--- config.mk ---
export PLATFORM = sky130hd
export DESIGN_NAME = cpu_hazard_scoreboard
export DESIGN_NICKNAME = d
export VERILOG_FILES = /design/src/rtl/cpu_hazard_scoreboard.sv
export SDC_FILE = /design/constraint.sdc
export NUM_CORES = 1
export LEC_CHECK = 0
export ABC_AREA = 0
export CAP_MARGIN = 20
export CORE_AREA = 2 2 117 119
export DETAILED_ROUTE_END_ITERATION = 10
export DIE_AREA = 0 0 119 121
export PLACE_DENSITY = 0.45
export SLEW_MARGIN = 20
export SYNTH_ARGS = -nofsm -noshare
export SYNTH_HDL_FRONTEND = slang
export SYNTH_SLANG_ARGS = --single-unit
--- constraint.sdc ---
create_clock -name clk -period 7.4 [get_ports clk]
set_input_delay 1.11 -clock clk [delete_from_list [all_inputs] [get_ports clk]]
set_output_delay 1.11 -clock clk [all_outputs]
set_load 0.02 [all_outputs]
--- src/rtl/cpu_hazard_scoreboard.sv ---
// Pipeline hazard unit with M/W forwarding, load-use and multi-cycle RAW/WAW stalls, branch flush and memory-wait freeze.
// Optional perf counters: define CPU_HAZARD_PERF_EN to add perf_stall_cycles / perf_flush_cycles.
module cpu_hazard_scoreboard #(
    parameter int REG_ADDR_W      = 5,
    parameter int MAX_OUTSTANDING = 2,
    parameter int CNT_W           = $clog2(MAX_OUTSTANDING + 1)
) (
    input  logic                  clk,
    input  logic                  rst,
    input  logic [REG_ADDR_W-1:0] rs1_d,
    input  logic [REG_ADDR_W-1:0] rs2_d,
    input  logic [REG_ADDR_W-1:0] rd_d,
    input  logic                  reg_write_d,
    input  logic                  mc_op_d,
    input  logic [REG_ADDR_W-1:0] rs1_e,
    input  logic [REG_ADDR_W-1:0] rs2_e,
    input  logic [REG_ADDR_W-1:0] rd_e,
    input  logic [1:0]            pc_src_e,
    input  logic [1:0]            result_src_e,
    input  logic                  mc_issue_e,
    input  logic                  reg_write_m,
    input  logic [REG_ADDR_W-1:0] rd_m,
    input  logic                  mem_wait_m,
    input  logic                  reg_write_w,
    input  logic [REG_ADDR_W-1:0] rd_w,
    input  logic                  mc_done,
    input  logic [REG_ADDR_W-1:0] mc_rd,
    output logic [1:0]            forward_a_e,
    output logic [1:0]            forward_b_e,
    output logic                  stall_f,
    output logic                  stall_d,
    output logic                  stall_e,
    output logic                  stall_m,
    output logic                  flush_d,
    output logic                  flush_e,
    output logic                  flush_w,
    output logic [CNT_W-1:0]      mc_outstanding,
    output logic                  sb_error
`ifdef CPU_HAZARD_PERF_EN
   ,output logic [31:0]           perf_stall_cycles,
    output logic [31:0]           perf_flush_cycles
`endif
);

    localparam logic [1:0] FORWARD_NONE      = 2'b00;
    localparam logic [1:0] FORWARD_WRITEBACK = 2'b01;
    localparam logic [1:0] FORWARD_MEMORY    = 2'b10;
    localparam logic [1:0] PC_SRC_PC_PLUS_4  = 2'b00;
    localparam logic [1:0] RESULT_SRC_DATA   = 2'b01;
    localparam int         NUM_REGS          = 2 ** REG_ADDR_W;

    logic [NUM_REGS-1:0] sb_q;
    logic [NUM_REGS-1:0] sb_d;
    logic [NUM_REGS-1:0] pend;
    logic [CNT_W-1:0]    cnt_q;
    logic                sb_error_q;

    logic             issue_q;
    logic             mc_rd_zero;
    logic             done_valid;
    logic             done_bogus;
    logic [CNT_W:0]   cnt_next_ext;
    logic [CNT_W:0]   cnt_limit;
    logic             raw_sb;
    logic             waw_sb;
    logic             e_hz;
    logic             struct_hz;
    logic             d_stall;
    logic             redirect;

    // Register 0 is hard-wired, so it can never be reported pending.
    assign pend       = {sb_q[NUM_REGS-1:1], 1'b0};
    assign issue_q    = mc_issue_e && !mem_wait_m;
    assign mc_rd_zero = (mc_rd == '0);
    // Ops targeting x0 carry no scoreboard bit; they only retire a count.
    assign done_valid = mc_done && (mc_rd_zero ? (cnt_q != '0) : sb_q[mc_rd]);
    assign done_bogus = mc_done && !mc_rd_zero && !sb_q[mc_rd];

    assign raw_sb = pend[rs1_d] || pend[rs2_d];
    assign waw_sb = reg_write_d && pend[rd_d];
    assign e_hz   = ((result_src_e == RESULT_SRC_DATA) || mc_issue_e) && (rd_e != '0)
                    && ((rs1_d == rd_e) || (rs2_d == rd_e));

    // count + issue - done >= MAX, rearranged so nothing underflows.
    assign cnt_next_ext = {1'b0, cnt_q} + (CNT_W+1)'(issue_q);
    assign cnt_limit    = (CNT_W+1)'(MAX_OUTSTANDING) + (CNT_W+1)'(done_valid);
    assign struct_hz    = mc_op_d && (cnt_next_ext >= cnt_limit);

    assign d_stall  = raw_sb || waw_sb || e_hz || struct_hz;
    assign redirect = (pc_src_e != PC_SRC_PC_PLUS_4);

    always_comb begin
        forward_a_e = FORWARD_NONE;
        forward_b_e = FORWARD_NONE;
        if (reg_write_m && (rd_m != '0) && (rd_m == rs1_e))
            forward_a_e = FORWARD_MEMORY;
        else if (reg_write_w && (rd_w != '0) && (rd_w == rs1_e))
            forward_a_e = FORWARD_WRITEBACK;
        if (reg_write_m && (rd_m != '0) && (rd_m == rs2_e))
            forward_b_e = FORWARD_MEMORY;
        else if (reg_write_w && (rd_w != '0) && (rd_w == rs2_e))
            forward_b_e = FORWARD_WRITEBACK;
    end

    // A memory wait freezes everything; a pending redirect waits for the wait to drop.
    always_comb begin
        stall_f = d_stall;
        stall_d = d_stall;
        stall_e = 1'b0;
        stall_m = 1'b0;
        flush_d = redirect;
        flush_e = redirect || d_stall;
        flush_w = 1'b0;
        if (mem_wait_m) begin
            stall_f = 1'b1;
            stall_d = 1'b1;
            stall_e = 1'b1;
            stall_m = 1'b1;
            flush_d = 1'b0;
            flush_e = 1'b0;
            flush_w = 1'b1;
        end
    end

    // Clear first so a same-index issue leaves the bit set.
    always_comb begin
        sb_d = sb_q;
        if (done_valid && !mc_rd_zero)
            sb_d[mc_rd] = 1'b0;
        if (issue_q && (rd_e != '0))
            sb_d[rd_e] = 1'b1;
    end

    always_ff @(posedge clk) begin
        if (rst) begin
            sb_q       <= '0;
            cnt_q      <= '0;
            sb_error_q <= 1'b0;
        end else begin
            sb_q  <= sb_d;
            cnt_q <= cnt_q + CNT_W'(issue_q) - CNT_W'(done_valid);
            if (done_bogus)
                sb_error_q <= 1'b1;
        end
    end

    assign mc_outstanding = cnt_q;
    assign sb_error       = sb_error_q;

`ifdef CPU_HAZARD_PERF_EN
    always_ff @(posedge clk) begin
        if (rst) begin
            perf_stall_cycles <= '0;
            perf_flush_cycles <= '0;
        end else begin
            if (stall_f)
                perf_stall_cycles <= perf_stall_cycles + 32'd1;
            if (flush_d || flush_e)
                perf_flush_cycles <= perf_flush_cycles + 32'd1;
        end
    end
`endif

endmodule

Word level (Yosys, flattened, before mapping):

Cells that the tools add are included.

* logic and storage cells: 82
* input port bits: 58
* bits in registers: 35
* output and inout port bits: 14

* reduce and logical (&&, ||, !) cells: 34
* bitwise logic cells: 3
* equal/unequal tests: 7
* mux-type cells: 23
* $lt $le $gt $ge: 8
* add/subtract/negate cells: 4

Operators with widths (number)
* two-way mux 32 bit: 2
* AND 32 bit: 1
* NOT 32 bit: 1
* bitwise OR 32 bit: 1
* equality test 5 bit: 6
* less-than comparator 5 x 6 -> 1 bit (second input constant): 5
* binary-select mux 1 bit (select 5 bit): 4
* logical AND 1 bit: 18
* nonzero test 5 bit: 3
* two-way mux 1 bit: 13
* demux 1 bit (select 5 bit): 2
* greater-or-equal comparator 5 x 1 -> 1 bit (second input constant): 2
* logical OR 1 bit: 7
* logical NOT 5 bit: 1
* two-way mux 2 bit: 2
* nonzero test 2 bit: 2
* adder 2 x 1 -> 3 bit: 1
* adder 2 x 1 -> 3 bit (first input constant): 1
* greater-or-equal comparator 3 bit: 1
* logical NOT 1 bit: 3
* adder 2 x 1 -> 2 bit: 1
* equality test 2 x 1 -> 1 bit (second input constant): 1
* subtractor 2 x 1 -> 2 bit: 1

Longest topological paths before layout:

* depth in word-level cells: 10
* depth in mapped cells: 13
* gate-level depth less buffers: 11

Worst setup path after synthesis:

No wires, ideal clock.

* path type: input-to-output
* start: input port mc_rd[0]
* end: output port stall_f
* setup slack: 2.279 ns
* arrival: 4.011 ns
* data required time: 6.290 ns
* buffers on the path: 2
* cell stages on the path: 13
* path through: buf_6 -> mux4_1 -> a32oi_2 -> nand4_4 -> a21oi_1 -> nor2_1 -> ha_1 -> nand2b_1 -> a21oi_1 -> o32ai_1 -> nor4b_1 -> nand3b_1 -> buf_4

* longest elaborated chain between the ends: 9

RTL lines
* from (decl): line 27 `input logic [REG_ADDR_W-1:0] mc_rd,`
* binary-select mux 1 bit (select 5 bit): line 76 `assign done_valid = mc_done && (mc_rd_zero ? (cnt_q != '0) : sb_q[mc_rd]);`
* two-way mux 1 bit (not written as such): line 76
* two-way mux 1 bit (*): line 76
* logical AND 1 bit (*): line 76
* adder 2 x 1 -> 3 bit (*): line 86 `assign cnt_limit = (CNT_W+1)'(MAX_OUTSTANDING) + (CNT_W+1)'(done_valid);`
* greater-or-equal comparator 3 bit (*): line 87 `assign struct_hz = mc_op_d && (cnt_next_ext >= cnt_limit);`
* logical AND 1 bit (*): line 87
* logical OR 1 bit (*): line 89 `assign d_stall = raw_sb || waw_sb || e_hz || struct_hz;`
* two-way mux 1 bit (*)
* to (decl): line 30 `output logic stall_f,`

Mark *: on every way between the ends. The rest lies on a longest branch, timed or not. The select of a mux whose other input is x is not followed.

Final worst setup path:

* start: input port mc_rd[0]
* end: output port stall_f

* longest elaborated chain between the ends: 9

RTL lines
* binary-select mux 1 bit (select 5 bit): line 76
* two-way mux 1 bit (not written as such): line 76
* two-way mux 1 bit (*): line 76
* logical AND 1 bit (*): line 76
* adder 2 x 1 -> 3 bit (*): line 86
* greater-or-equal comparator 3 bit (*): line 87
* logical AND 1 bit (*): line 87
* logical OR 1 bit (*): line 89
* two-way mux 1 bit (*): line 114 `if (mem_wait_m) begin`

Marked as above.

==> impl.org <==
** Status
- The flow ran to the end, and the final reports show no timing, DRC or antenna violations.

** Cells and area
- The area growth from synthesis to layout is 29.18%.
- At the end of the flow the core is filled with cells to 31.62%.
- Number of nets in the layout :: between 400 and 500
- Share of cells above drive strength 1 :: approximately 10%
- Inserted Diodes :: 0
- Once layout is complete, the cells apart from fillers number around 590.

** Place
- Including well taps, the total number of placed cells is 582.
- Global placement routability congestion :: 0.8563
- The count of buffers added on input and output ports is 71.
- The HPWL after detailed placement is between 8 and 9 mm.

** Critical path
- Worst-case reg-to-reg path depth :: 11
- The worst setup path is launched from a primary input.
- Reg-to-reg slack, setup :: roughly 4.6 ns
- Required time reported for the critical path endpoint :: around 6.3 ns
- Type of the setup path with the least slack :: primary input to output pin
- Critical path peak fanout :: 12
- The worst register-to-register path begins at sb_q[9]$_SDFF_PP0_.
- The worst register-to-register path ends at mc_outstanding[1]$_SDFF_PP0_.
- Worst path arrival time :: roughly 5.5 ns
- STA classifies the critical path endpoint as an output pin.

** Pwr
- Cell leakage power :: 1.487 nW
- Cell-internal power :: 0.3870 mW
- Power density relative to cell area :: ~130 nW/um^2
- Combinational Power Share :: around a quarter
- Clock Power Share :: between 30% and 40%
- Share of total power consumed by net switching :: 26.92%
- NetSw :: about 0.14 mW
- Proportion of power drawn by flip-flops and latches :: 36.8%
- VDD sags by at most 0.07091 mV.
- The design draws 0.5296 mW.

** Floorplanning
- For this design the top-level I/O count stands at a little over 70.
- Effective utilization at floorplan :: roughly 24%
- Die height :: around 120 um
- The core region is around 13000 sq um.
- The floorplan step set the die width to 119 um.
- The floorplan has 42 rows.
- Total die area :: 14400 sq um

** Route
- Drt initial violations :: roughly 250
- After detailed routing, no signal wire sits above met4.
- In the final routed layout, each cell accounts on average for about 18 um.
- Total wire length after detailed routing :: between 10 and 15 mm
- First drt pass iteration count :: 5
- Once detail routing completed, the nets flagged for antenna violations numbered 0.
- Remaining routing DRC violations :: 0
- The detailed router put a total of about 5.0 mm of wire on met1.
- Vias per inst :: around 5.1
- Detailed route wirelength on metal3 :: 531 um
- Detailed routing placed a total of 5.150 mm of wire on met2.
- Detailed-route via count :: approximately 3000

** Hold path
- The min-delay analysis places its worst path in the category flip-flop to flip-flop.
- In this run the most critical hold path is launched from sb_q[0]$_SDFF_PP0_.
- The path with the worst hold slack has its endpoint at sb_q[0]$_SDFF_PP0_.
- Counting instances, the worst hold path has a depth of 1.

** Clock network
- Buffers inserted during clock tree synthesis total 5.
- TritonCTS Sinks :: 35
- Clock transition at the registers of the reported paths :: 0.05 ns
- Root Buffer Master :: sky130_fd_sc_hd__clkbuf_16
- Worst skew pair latency :: 0.27 ns
- The clock passes through at most 2 buffers.
- Post-cts resize count :: 0
- The number of hold buffers added after CTS was 0.
- The H-tree generated during clock tree synthesis spans 2 levels.
- CTS tree :: built
- Buffers inserted by post-CTS timing repair :: 0

** Run
- Maxcap violations :: 0

** Synthesis
- Sequential-to-total area share from yosys stat :: between 20% and 30%
- Number of enable-type register cells in the synthesized netlist :: 0
- Post-synthesis sequential element count :: 35
- After synthesis, the cell types taking the most area are sky130_fd_sc_hd__dfxtp_1 22%, sky130_fd_sc_hd__mux4_2 12%, sky130_fd_sc_hd__xor2_1 6.8%, sky130_fd_sc_hd__a21oi_1 5.9%, sky130_fd_sc_hd__mux4_1 5.7%.
- Post-synthesis cell area :: around 3200 sq um
- For this run, the leading register cell type out of synthesis is sky130_fd_sc_hd__dfxtp_1.
- Mean instance size in the synthesized netlist :: just under 9 sq um
- Area share of the largest cell type after synthesis :: between 20% and 30%
- Warnings, synthesis :: 0
- Yosys top cell by area :: sky130_fd_sc_hd__dfxtp_1
- Share of synthesized registers carrying an async set or reset :: 0%
- The number of nets handed over by synthesis was about 420.
- The synthesized netlist contains slightly below 50 unique library cells.
- The cell count after synthesis came out at between 300 and 400.

** Global route
- First-pass GRT wire length :: between 15 and 20 mm
- Entering global routing, the biggest net connects 36 pins.
- Overall fraction of global-route tracks in use :: between 10% and 20%
- Remaining global-route overflow :: 0
- The number of global-route vias before repair was ~3000.
- The number of antenna violations at the first check in global routing was 0.

** STA
- Setup Skew :: 0.002047 ns
- Final-report setup violation count :: 0
- Fraction of the cycle the final worst path needs :: 88.80%
- The smallest clock period supported by the final layout is computed as 6.571 ns.
- Max_slew headroom :: a little under three fifths
- Hold is met by between 0.4 and 0.5 ns.
- The final count of hold timing violations was 0.
- Setup repair after global routing left no endpoint under its margin.
- Transition time at the pin with the least slew margin :: ~0.64 ns
- The final max-slew violation count was 0.
- Maximum frequency from static timing analysis :: roughly 0.15 GHz
- In the final timing run, aggregate negative setup slack is 0 ns.
[metal layers]
| metal | GRT usage (%) | up-vias |
|---|---|---|
| met4 | 5.060 | 0 |
| met2 | 24.28 | 79 |
| li1 | - | 1444 |
| met3 | 2.068 | 13 |
| met1 | 20.94 | 1458 |
| met5 | 0 | - |
[how the worst max path moves through the flow]
stage / depth (start not counted) / endpoint / slack (ns) / start
floorplan: 13 / stall_f / 2.28 / mc_rd[0]
global placement: 13 / stall_d / 0.86 / mc_rd[0]
detailed placement: 13 / stall_f / 0.77 / mc_rd[0]
CTS: 13 / stall_f / 0.76 / mc_rd[0]
global route: 13 / stall_f / 0.45 / mc_rd[0]
finish: 13 / stall_f / 0.83 / mc_rd[0]
[stage by stage]
| step | instance area, sq um | setup slack [ns] |
|---|---|---|
| 3_5_place_dp | 3994 | 0.7698 |
| 4_1_cts | 4138 | 0.7608 |
| 6_report | 4138 | 0.8291 |
| 2_1_floorplan | 3203 | 2.279 |
| 5_1_grt | 4138 | 0.4494 |
| 3_3_place_gp | 3994 | 0.8596 |
[synth_stat cells (all sizes together) (11+ instances only)]
cell type / n
mux4: 24
nand2: 37
nor2b: 11
dfxtp: 35
a21oi: 38
nand3: 16
nor2: 16
buf: 11
o21ai: 36
xor2: 25
mux2i: 16
clkbuf: 15
[sequential cells by signal, indices dropped and copies added (netlist names)]
register and cells:
mc_outstanding 2, sb_error 1, sb_q 32
[power groups by stage]
stage	clock network, mW	logic [mW]	registers, mW
floorplan	0	0.0716	0.199
global placement	0	0.130	0.199
detailed placement	0	0.130	0.199
CTS	0.208	0.131	0.195
global route	0.217	0.141	0.195
finish	0.204	0.130	0.195
[cell type report]
cell class              instances  area [sq um]
clock inverters                 1         5.005
clock buffers                   6         138.9
well taps                     176         220.2
fillers                      1352          8947
multi-input cells             290          2317
inverters                       8         30.03
flip-flops and latches         35         700.7
repair buffers                 73         725.7
[cells in the final DEF (no fill, tap or decap), drive strengths merged, types with 2 or more instances in the layout]
cell	instances
nand3b	5
o21ai	36
nand2b	3
and2b	3
nor2b	11
o22ai	2
clkdlybuf4s50	71
nand4	4
nor4	4
or4	5
nand2	37
and3	3
xnor2	7
inv	8
mux2	5
a31oi	2
ha	5
a21oi	38
nor2	16
a32oi	4
and3b	2
clkbuf	6
xor2	25
a22oi	3
buf	2
mux4	24
dfxtp	35
nor3	5
nand4b	2
mux2i	16
nand3	16
[kinds of logic (layout without fill, tap and decap cells)]
logic type	Yosys count	in the layout	share of synthesized area (%)
AOI/OAI and AO/OA	90	90	16.02
buffers and inverters	35	88	5.781
DFF	35	35	21.87
xor gates and xnor gates	32	32	8.750
muxes	45	45	24.45
and+or+nand+nor	118	118	21.17
adders and majority gates	5	5	1.953
[worst max-delay path, cell delays in order]
cell	delay [ns]
sky130_fd_sc_hd__clkdlybuf4s50_1	0.88
sky130_fd_sc_hd__mux4_1	0.63
sky130_fd_sc_hd__a32oi_1	0.31
sky130_fd_sc_hd__nand4_4	0.23
sky130_fd_sc_hd__a21oi_1	0.22
sky130_fd_sc_hd__nor2_1	0.10
sky130_fd_sc_hd__ha_1	0.29
sky130_fd_sc_hd__nand2b_1	0.13
sky130_fd_sc_hd__a21oi_1	0.24
sky130_fd_sc_hd__o32ai_1	0.14
sky130_fd_sc_hd__nor4b_1	0.46
sky130_fd_sc_hd__nand3b_1	0.15
sky130_fd_sc_hd__clkdlybuf4s50_1	0.56
Note: power is estimated with default switching activity, not from simulation.
